[config.mk]
export PLATFORM = sky130hd
export DESIGN_NAME = cla_operand_joiner_flat
export DESIGN_NICKNAME = d
export VERILOG_FILES = /design/src/rtl/cla_operand_joiner_if.sv /design/src/rtl/cla_operand_joiner.sv /design/src/flat_wrapper.sv
export SDC_FILE = /design/constraint.sdc
export NUM_CORES = 1
export LEC_CHECK = 0
export CORE_MARGIN = 5
export CORE_UTILIZATION = 60
export DETAILED_ROUTE_END_ITERATION = 7
export GPL_TIMING_DRIVEN = 0
export PLACE_DENSITY_LB_ADDON = 0.1
export SYNTH_ARGS = -nofsm -noshare
export SYNTH_HDL_FRONTEND = slang
export SYNTH_SLANG_ARGS = --single-unit
[constraint.sdc]
create_clock -name clk -period 8.5 [get_ports clk]
set_clock_uncertainty 0.2 [all_clocks]
set_input_delay 0.85 -clock clk [delete_from_list [all_inputs] [get_ports clk]]
set_output_delay 0.85 -clock clk [all_outputs]
set_load 0.01 [all_outputs]
[src/rtl/cla_operand_joiner_if.sv]
// Operand-joiner bus: two independent valid/ready input streams, a flush
// control, and the paired-operand output that feeds the CLA adder.
//   master : upstream producer / adder side (drives inputs and flush, sees outputs)
//   slave  : the joiner itself
// Signals: flush, in1_data/in1_valid/in1_ready, in2_data/in2_valid/in2_ready,
//          op1, op2, valid_op1, valid_op2, lvl1, lvl2.
interface cla_operand_joiner_if #(
  parameter int unsigned W     = 128,
  parameter int unsigned DEPTH = 4
);
  localparam int unsigned AW = $clog2(DEPTH);

  logic          flush;
  logic [W-1:0]  in1_data;
  logic          in1_valid;
  logic          in1_ready;
  logic [W-1:0]  in2_data;
  logic          in2_valid;
  logic          in2_ready;
  logic [W-1:0]  op1;
  logic [W-1:0]  op2;
  logic          valid_op1;
  logic          valid_op2;
  logic [AW:0]   lvl1;
  logic [AW:0]   lvl2;

  modport master (
    output flush, in1_data, in1_valid, in2_data, in2_valid,
    input  in1_ready, in2_ready, op1, op2, valid_op1, valid_op2, lvl1, lvl2
  );

  modport slave (
    input  flush, in1_data, in1_valid, in2_data, in2_valid,
    output in1_ready, in2_ready, op1, op2, valid_op1, valid_op2, lvl1, lvl2
  );
endinterface

[src/rtl/cla_operand_joiner.sv]
// Operand-pairing stage ahead of the pipelined CLA adder. Each operand stream
// is buffered in its own DEPTH-entry FIFO; whenever both FIFOs hold a word the
// heads are popped together and presented on op1/op2 with both valids high
// for one cycle. The adder consumes one pair per clock, so there is no output
// backpressure.
// Ports:
//   clk   rising-edge clock
//   rstn  asynchronous active-low reset
//   bus   cla_operand_joiner_if slave modport (flush, input streams,
//         paired outputs, FIFO occupancy levels)
module cla_operand_joiner #(
  parameter int unsigned W     = 128,
  parameter int unsigned DEPTH = 4
) (
  input  logic                 clk,
  input  logic                 rstn,
  cla_operand_joiner_if.slave  bus
);
  localparam int unsigned AW   = $clog2(DEPTH);
  localparam logic [AW:0] FULL = (AW+1)'(DEPTH);

  logic [W-1:0]  mem1 [DEPTH];
  logic [W-1:0]  mem2 [DEPTH];
  logic [AW-1:0] wp1, rp1, wp2, rp2;
  logic [AW:0]   lvl1, lvl2;
  logic [W-1:0]  op1_q, op2_q;
  logic          vld_q;
  logic          ready1, ready2;
  logic          push1, push2, pop;

  // Ready looks only at the registered level, so a full FIFO stays closed
  // even in a cycle where it is also being popped.
  always_comb begin
    ready1 = (lvl1 != FULL) & ~bus.flush;
    ready2 = (lvl2 != FULL) & ~bus.flush;
    push1  = bus.in1_valid & ready1;
    push2  = bus.in2_valid & ready2;
    pop    = (lvl1 != '0) & (lvl2 != '0) & ~bus.flush;
  end

  // Storage carries no reset; contents are only read behind a nonzero level.
  always_ff @(posedge clk) begin
    if (push1) mem1[wp1] <= bus.in1_data;
    if (push2) mem2[wp2] <= bus.in2_data;
  end

  always_ff @(posedge clk or negedge rstn) begin
    if (!rstn) begin
      wp1   <= '0;
      rp1   <= '0;
      wp2   <= '0;
      rp2   <= '0;
      lvl1  <= '0;
      lvl2  <= '0;
      op1_q <= '0;
      op2_q <= '0;
      vld_q <= 1'b0;
    end else if (bus.flush) begin
      // op1/op2 keep their last values; only the valid is dropped.
      wp1   <= '0;
      rp1   <= '0;
      wp2   <= '0;
      rp2   <= '0;
      lvl1  <= '0;
      lvl2  <= '0;
      vld_q <= 1'b0;
    end else begin
      if (push1) wp1 <= wp1 + AW'(1);
      if (push2) wp2 <= wp2 + AW'(1);
      if (pop) begin
        rp1   <= rp1 + AW'(1);
        rp2   <= rp2 + AW'(1);
        op1_q <= mem1[rp1];
        op2_q <= mem2[rp2];
      end
      vld_q <= pop;
      case ({push1, pop})
        2'b10:   lvl1 <= lvl1 + (AW+1)'(1);
        2'b01:   lvl1 <= lvl1 - (AW+1)'(1);
        default: ;
      endcase
      case ({push2, pop})
        2'b10:   lvl2 <= lvl2 + (AW+1)'(1);
        2'b01:   lvl2 <= lvl2 - (AW+1)'(1);
        default: ;
      endcase
    end
  end

  assign bus.in1_ready = ready1;
  assign bus.in2_ready = ready2;
  assign bus.op1       = op1_q;
  assign bus.op2       = op2_q;
  assign bus.valid_op1 = vld_q;
  assign bus.valid_op2 = vld_q;
  assign bus.lvl1      = lvl1;
  assign bus.lvl2      = lvl2;
endmodule

[src/flat_wrapper.sv]
// flat-port wrapper written by rule: the top's interface ports become plain ports
module cla_operand_joiner_flat 
#(
  parameter int unsigned W     = 128,
  parameter int unsigned DEPTH = 4
)
  (clk, rstn, bus_flush, bus_in1_data, bus_in1_valid, bus_in2_data, bus_in2_valid, bus_in1_ready, bus_in2_ready, bus_op1, bus_op2, bus_valid_op1, bus_valid_op2, bus_lvl1, bus_lvl2);
  cla_operand_joiner_if #(.W(W), .DEPTH(DEPTH)) bus_i ();
  input  logic clk;
  input  logic rstn;
  input wire logic [$bits(bus_i.flush)-1:0] bus_flush;
  input wire logic [$bits(bus_i.in1_data)-1:0] bus_in1_data;
  input wire logic [$bits(bus_i.in1_valid)-1:0] bus_in1_valid;
  input wire logic [$bits(bus_i.in2_data)-1:0] bus_in2_data;
  input wire logic [$bits(bus_i.in2_valid)-1:0] bus_in2_valid;
  output wire logic [$bits(bus_i.in1_ready)-1:0] bus_in1_ready;
  output wire logic [$bits(bus_i.in2_ready)-1:0] bus_in2_ready;
  output wire logic [$bits(bus_i.op1)-1:0] bus_op1;
  output wire logic [$bits(bus_i.op2)-1:0] bus_op2;
  output wire logic [$bits(bus_i.valid_op1)-1:0] bus_valid_op1;
  output wire logic [$bits(bus_i.valid_op2)-1:0] bus_valid_op2;
  output wire logic [$bits(bus_i.lvl1)-1:0] bus_lvl1;
  output wire logic [$bits(bus_i.lvl2)-1:0] bus_lvl2;
  assign bus_i.flush = bus_flush;
  assign bus_i.in1_data = bus_in1_data;
  assign bus_i.in1_valid = bus_in1_valid;
  assign bus_i.in2_data = bus_in2_data;
  assign bus_i.in2_valid = bus_in2_valid;
  assign bus_in1_ready = bus_i.in1_ready;
  assign bus_in2_ready = bus_i.in2_ready;
  assign bus_op1 = bus_i.op1;
  assign bus_op2 = bus_i.op2;
  assign bus_valid_op1 = bus_i.valid_op1;
  assign bus_valid_op2 = bus_i.valid_op2;
  assign bus_lvl1 = bus_i.lvl1;
  assign bus_lvl2 = bus_i.lvl2;
  cla_operand_joiner #(.W(W), .DEPTH(DEPTH)) u_core (.clk(clk), .rstn(rstn), .bus(bus_i));
endmodule
* Word-level counts from Yosys, hierarchy flattened *
Memories as Yosys holds them, arrays and structs flattened. A register that Yosys moved wholly into a read port is not among the register bits.
Index checks and enable logic that the tools add are counted.

word-level totals
  word-level logic and storage cells = 57
  bits in registers = 15
  input port bits = 261
  memories = 2
  memory bits (writable) = 1024
  output and inout port bits = 266

memory list
  name         depth  width  rd ports  clocked after memory_dff  wr ports  line                      RTL
  u_core.mem1  4      128    1         1                         1         cla_operand_joiner.sv:22  logic [W-1:0] mem1 [DEPTH];
  u_core.mem2  4      128    1         1                         1         cla_operand_joiner.sv:23  logic [W-1:0] mem2 [DEPTH];

operators by class
  $add $sub $neg = 8
  equal/unequal tests = 6
  muxes and demuxes = 17
  reductions and logical operators = 10
  bitwise gates (word level) = 7

operators with widths
  kind                 count
  $mux 2               8
  $pmux 3 s2           2
  $reduce_bool 3->1    4
  $add 2x1->2 const B  4
  $add 3x1->3 const B  2
  $and 1x1->1          6
  $mux 3               2
  $ne 3x3->1 const B   2
  $reduce_bool 2->1    3
  $sub 3x1->3 const B  2
  $mux 1               5
  $eq 2x1->1 const B   2
  $eq 2x2->1 const B   2
  $logic_not 1->1      2
  $reduce_and 2->1     1
  $not 1->1            1

* Depth between registers and ports, before layout *
  depth after elaboration = 6
  depth in mapped cells = 10
  mapped depth without buffers = 8

* Worst setup path after synthesis *
Ideal clock, no wire load.

  kind = input to register
  from = in bus_flush
  to = mem u_core.mem1[0][0] (enable)
  required time = 7.798 ns
  slack = 3.494 ns
  buffers on the path = 0
  cell stages on the path = 3
  library setup time = 0.502 ns
  data arrival time = 4.304 ns
  cell sequence = nand2b_1 -> nor2_2 -> and2_1

between the ends
  word-level cells in the longest chain between the ends = 5

RTL lines
  element                       line                      RTL
  start, declared               flat_wrapper.sv:11        input wire logic [$bits(bus_i.flush)-1:0] bus_flush;
  $not 1->1 (no line)           n/a
  $and 1x1->1                   cla_operand_joiner.sv:34  ready1 = (lvl1 != FULL) & ~bus.flush;
  $and 1x1->1                   cla_operand_joiner.sv:36  push1 = bus.in1_valid & ready1;
  $mux 1                        cla_operand_joiner.sv:43  if (push1) mem1[wp1] <= bus.in1_data;
  $mux 1 (implied by the code)  cla_operand_joiner.sv:43
  end, declared                 cla_operand_joiner.sv:22

Every way passes these cells.

* Worst setup path in the final report *
  from = in bus_flush
  to = out bus_in1_ready

between the ends
  word-level cells in the longest chain between the ends = 2

RTL lines
  element              line                      RTL
  $not 1->1 (no line)  n/a
  $and 1x1->1          cla_operand_joiner.sv:34
  end, declared        flat_wrapper.sv:16        output wire logic [$bits(bus_i.in1_ready)-1:0] bus_in1_ready;

Every way passes these cells.

==> results.toml <==
[yosys]
syn_area_um2 = 47400
synth-edff-count = 1024
ys.flop_type = "edfxtp_1"
yosysMostFrequentCell = "edfxtp_1"
yosys-top-cells-area = "edfxtp_1 (65%), dfrtp_1 (14%), mux4_2 (12%)"
async_reset_ff_frac = 0.209
netlist_top_cells_count = "edfxtp_1 (1024), nand2_1 (770), dfrtp_1 (271), mux4_2 (256), buf_2 (59)"
synthCells = 2522
synth.largest_area_cell = "edfxtp_1"
synth_top_cell_area_share = 0.649
synth_cell_type_count = 31
ys_seq_area_frac = 0.792
avgSynthCellArea_um2 = 18.8
yosys_warnings = 0
synth-seq-cells = 1295
synth_nets = 2793

[outcome]
status = "finished, final reports clean"

[route]
routed-via-count = 24800
dr.pass1.iters = 5
drtAntennaViolNets = 0
remaining_drc_errors = 0
wirelength_um = 110000
drt_iter0_drc = 1868
wire_per_inst_um = 25.1
via_per_inst = 5.64

[floorplanning]
io_pins = 527
die_h_um = 291
die-area_um2 = 84700
die_w_um = 291
rows = 103
start_util = 0.603
core_um2 = 78600

[critical_path]
reg2regPathDepth = 10
crit_start = "bus_flush"
crit_family = "buffers and inverters"
worstPathCellList = "clkdlybuf4s50_1 -> clkbuf_1 -> clkbuf_1 -> nor2_1 -> clkdlybuf4s50_1"
cpMaxStageDelayCell = "clkdlybuf4s50_1"
reg2reg_from = "u_core.bus.lvl1[1]"
worstPathRequired_ps = 7450
max_stage_delay_ps = 560
critPathKind = "primary input to output port"
rr_endpoint = "u_core.bus.lvl2[2]"
crit_fanout = 10
critPathBufInv = 4
rrSetupSlack_ps = 5460
cp-start-kind = "primary input"
crit_path_end_kind = "output port"
worstPathArrival_ps = 2970

[worst_hold_path]
holdCritStartpoint = "u_core.bus.op1[10]"
worst_hold_path_type = "flop to flop"
holdPathStages = 2
min_to = "u_core.bus.op1[10]"

[power]
p_per_area_nw_per_um2 = 310
p_switching_w = 0.00503
p_int_w = 0.0133
fin_total_pwr_w = 0.0183
p_leak_nw = 21.3
peakVddDrop_uv = 218
p_seq_frac = 0.447
p_sw_frac = 0.275
p_comb_frac = 0.239
p_clk_frac = 0.314

[clock_tree]
clkTransAtPathRegs_ps = 60
cts_buffers = 131
cts_tree = "yes"
clk_latency_ps = 710
cts-root-buf = "clkbuf_16"
cts.sinks = 1295
post_cts_resized = 0
htreeDepth = 4
clock_path_buffers = 3

[placement]
post-place-cells = 4119
place_area_um2 = 54500
dp_hpwl_um = 71300
port_buffers = 526
gp_congestion = 0.804

[grt]
grt_pass1_vias = 26500
grt_pass1_wl_um = 165000
grt_max_degree = 91
track_usage = 0.262
antenna_found_initial = 46
overflow = 0

[timing]
max_slew_margin = 0.331
post-route-min-period_ps = 4020
clock.fmax_ghz = 0.249
hold_violations = 0
tightest_slew_ps = 1000
finalCritPeriodShare = 0.472
rsz0062_at_grt = "no"
slew_violations = 0
setup_viol = 0

[flow_run]
max-cap-violations = 0

[finish]
multiInputGateArea_um2 = 9290
utilization = 0.750
drive_gt1_frac = 0.168
fillers = 4490
instances_no_fill = 4399
design_area_um2 = 59000
seq_area_um2 = 37500
num-nets-final = 3474
area_growth_pct = 24.5
-- stage by stage --
stage / setup TNS (ps) / setup WS (ps) / hold slack, ps
after CTS: 0 / 4460 / 276
after floorplan: 0 / 3490 / 311
after global routing: 0 / 4340 / 293
after global placement: -2035440 / -7590 / 257
final: 0 / 4480 / 274
after detailed placement: 0 / 4470 / 261
-- logic make-up after synthesis --
| group | Yosys count | synth area share |
|---|---|---|
| adder cells (fa/ha/maj) | 10 | 0.00296 |
| AO/OA/AOI/OAI | 9 | 0.00232 |
| multiplexers | 261 | 0.123 |
| AND/OR/NAND/NOR | 814 | 0.0665 |
| XOR/XNOR | 6 | 0.00111 |
| buffers and inverters | 127 | 0.0121 |
| flip-flops | 1295 | 0.792 |
-- worst max-delay path by stage --
stage,cells after the start,slack [ps],to
6_report,5,4480,bus_in1_ready
5_1_grt,5,4340,bus_in1_ready
4_1_cts,5,4460,bus_in1_ready
3_5_place_dp,5,4470,bus_in1_ready
3_3_place_gp,1,-7590,u_core.bus.op1[68]
2_1_floorplan,3,3490,u_core.mem1[0][0]
-- cell usage in the layout, fill, tap and decap left out, types with 3 or more instances in the layout --
cell	n
mux4_2	256
clkbuf_8	17
inv_1	6
clkinv_2	21
nor3b_2	4
and2_4	8
buf_12	8
edfxtp_1	1024
dfrtp_1	271
buf_1	3
bufinv_16	10
clkinv_8	4
or3_1	3
buf_4	6
buf_16	13
clkdlybuf4s50_1	525
nand2_1	770
inv_16	4
inv_6	3
xnor2_1	4
diode_2	35
ha_1	8
nand2b_1	6
nor2_1	12
buf_2	59
clkbuf_16	133
nor3_1	5
clkinv_1	13
clkbuf_1	86
-- registers in the layout, summed over array words and instances (netlist names) --
signal and flops:
u_core.mem1 512, u_core.mem2 512, u_core.bus.op1 128, u_core.bus.op2 128
u_core.bus.lvl1 3, u_core.bus.lvl2 3, u_core.rp1 2, u_core.rp2 2
u_core.wp1 2, u_core.wp2 2, u_core.bus.valid_op1 1
-- area by class of cell --
type,count,share of cell area
Buffer,120,0.00927
Inverter,7,0.000445
Sequential cell,1295,0.636
Antenna cell,35,0.00148
Tap cell,1050,0.0223
Clock inverter,60,0.0120
Clock buffer,184,0.0625
Timing Repair Buffer,548,0.0983
Multi-Input combinational cell,1100,0.158
-- power groups by stage --
stage	registers [W]	logic [W]	clock network, W
floorplan	0.00847	0.00209	0
global placement	0.00834	0.00429	0
detailed placement	0.00829	0.00442	0
CTS	0.00818	0.00447	0.00585
global route	0.00825	0.00475	0.00614
finish	0.00818	0.00438	0.00575
-- tightest hold or removal path, cell delays in order, from the launching register on --
cell and delay, ps:
dfrtp_1 340, nand2_1 50, nand2_1 50
-- routing by layer --
metal	routed length, um	share of wire	vias to the layer above	global-route usage
met5	150	0.0014	-	0
met4	3680	0.033	22	0.0986
met3	9460	0.086	198	0.0790
met2	57500	0.52	895	0.438
met1	39500	0.36	12800	0.329
li1	-	-	10900	-
-- timing repair --
action                                 4_1_cts  5_1_grt
endpoints found under the hold margin       48        0
hold buffers                                 1        0
buffers inserted                             0        0
setup endpoints to repair                    0        0
Note: power is estimated with default switching activity, not from simulation.
==> RTL edit, RTL diff (config.mk and constraints unchanged) <==
`W` is set to 128 in 3 places; all go to 136.
--- a/src/rtl/cla_operand_joiner_if.sv
+++ b/src/rtl/cla_operand_joiner_if.sv
@@ -7,3 +7,3 @@
 interface cla_operand_joiner_if #(
-  parameter int unsigned W     = 128,
+  parameter int unsigned W     = 136,
   parameter int unsigned DEPTH = 4
--- a/src/rtl/cla_operand_joiner.sv
+++ b/src/rtl/cla_operand_joiner.sv
@@ -11,3 +11,3 @@
 module cla_operand_joiner #(
-  parameter int unsigned W     = 128,
+  parameter int unsigned W     = 136,
   parameter int unsigned DEPTH = 4
--- a/src/flat_wrapper.sv
+++ b/src/flat_wrapper.sv
@@ -3,3 +3,3 @@
 #(
-  parameter int unsigned W     = 128,
+  parameter int unsigned W     = 136,
   parameter int unsigned DEPTH = 4
Ports: changed (resized bus_in1_data, bus_in2_data, bus_op1 and bus_op2); port bits go from 527 to 559. No check against the original RTL was run, so the function may have changed too.
==> RTL edit against the unedited design <==
- final cell count rose by 5.0%
- core utilization fell by 0.37 points
- register-to-register slack got worse by 0.07 ns
- final area rose by 5.6%
- total power rose by 5.0%
- worst setup slack improved by 0.022 ns
- wire length rose by 5.3%
- first-iteration DRC count rose by 12%
- critical path depth did not move
- sequential cell count rose by 80
- area after synthesis rose by 6.1%
- largest cell class unchanged
==> RTL edit: results <==
run_status:
  status: "complete, no violations"
cells_and_area:
  final_layout_size_suffix_gt1_frac: 0.171
  nets: 3679
  syn_to_final_growth_pct: 23.9
synthesis:
  synth_enable_flop_cells: 1088
  synth_fp_nets: 2961
  synth_commonest_cells: "edfxtp_1 (1088), nand2_1 (818), dfrtp_1 (287)"
  synth_cell_types: 30
  synth_top_cells_by_area: "edfxtp_1 (65%), dfrtp_1 (14%), mux4_2 (12%)"
  syn_inst: 2674
  ys_async_sr_fraction: 0.209
  yosysSeqAreaShare: 0.793
routing:
  vias: 26400
  drtIter0Drc: 2084
  vias_per_cell: 5.71
sta:
  min_period_ns: 3.99
  relSlewSlack: 0.261
grt:
  grt_pass1_vias: 28000
  antenna_found_initial: 34
  grt.total_usage: 0.260
  grt_max_degree: 89
placed_design:
  dp_cells: 4331
  dp_slack_ns: 4.44
  numPortBuffers: 558
  gp_congestion: 0.796
  hpwl_mm: 74.4
pwr:
  leakagePower_nw: 22.5
  vdd.ir_drop.worst_mv: 0.260
min_path:
  hold_path_startpoint: "u_core.bus.op2[128]"
  whs_endpoint: "u_core.bus.op2[128]"
critical_path:
  r2r_setup_slack_ns: 5.39
  r2r_end: "u_core.mem2[3][130]"
  arrival_ns: 2.94
  rr_worst_depth: 5
  cpPeakStageDelay_ns: 0.60
clocking:
  insertion_delay_ns: 0.73
[RTL edit: cell count changes after synthesis, moves of 3 or more]
| cell | change |
|---|---|
| edfxtp_1 | +64 |
| nand2_1 | +48 |
| buf_2 | +24 |
| dfrtp_1 | +16 |
| mux4_2 | +16 |
| clkbuf_1 | -13 |
| buf_1 | -3 |
[RTL edit: repair_timing]
item                      in CTS  in global routing
hold endpoints to repair      56                  0
resized for setup              0                  0
buffers inserted               0                  0
hold buffers                   1                  0
[RTL edit: routing by layer]
layer | track usage | vias to the layer above | part of all wire
met5 | 0 | - | 0.00095
met4 | 0.0962 | 16 | 0.032
met3 | 0.0729 | 218 | 0.080
met2 | 0.436 | 945 | 0.52
met1 | 0.331 | 13600 | 0.37
li1 | - | 11500 | -
[RTL edit: area by class of cell]
type / count / area (um^2) / area share
antenna: 29 / 72.6 / 0.00116
tap: 1080 / 1350 / 0.0217
timing repair buffer: 578 / 6120 / 0.0983
clock inverter: 53 / 533 / 0.00856
sequential: 1375 / 39900 / 0.640
clock buffer: 203 / 3920 / 0.0629
inverter: 7 / 26.3 / 0.000422
buffer: 128 / 604 / 0.00970
multi-input combinational: 1164 / 9810 / 0.157
[RTL edit: where the power goes]
group,total (mW),internal [mW],switching [mW]
combinational,4.68,2.31,2.37
sequential,8.64,8.21,0.429
clock,5.91,3.41,2.50
[RTL edit: stage by stage]
stage,power [mW],instance area (um^2)
global placement,13.4,57200
finish,19.2,62300
global route,20.1,62300
detailed placement,13.5,57800
CTS,19.4,62200
floorplan,11.2,50300
[RTL edit: logic make-up after synthesis]
logic type,count (synthesis),share of synthesized area
buffers and inverters,135,0.0125
AOI/OAI and AO/OA,9,0.00169
xor gates and xnor gates,6,0.00105
adders and majority gates,10,0.00279
and+or+nand+nor,862,0.0663
muxes,277,0.123
DFF,1375,0.793
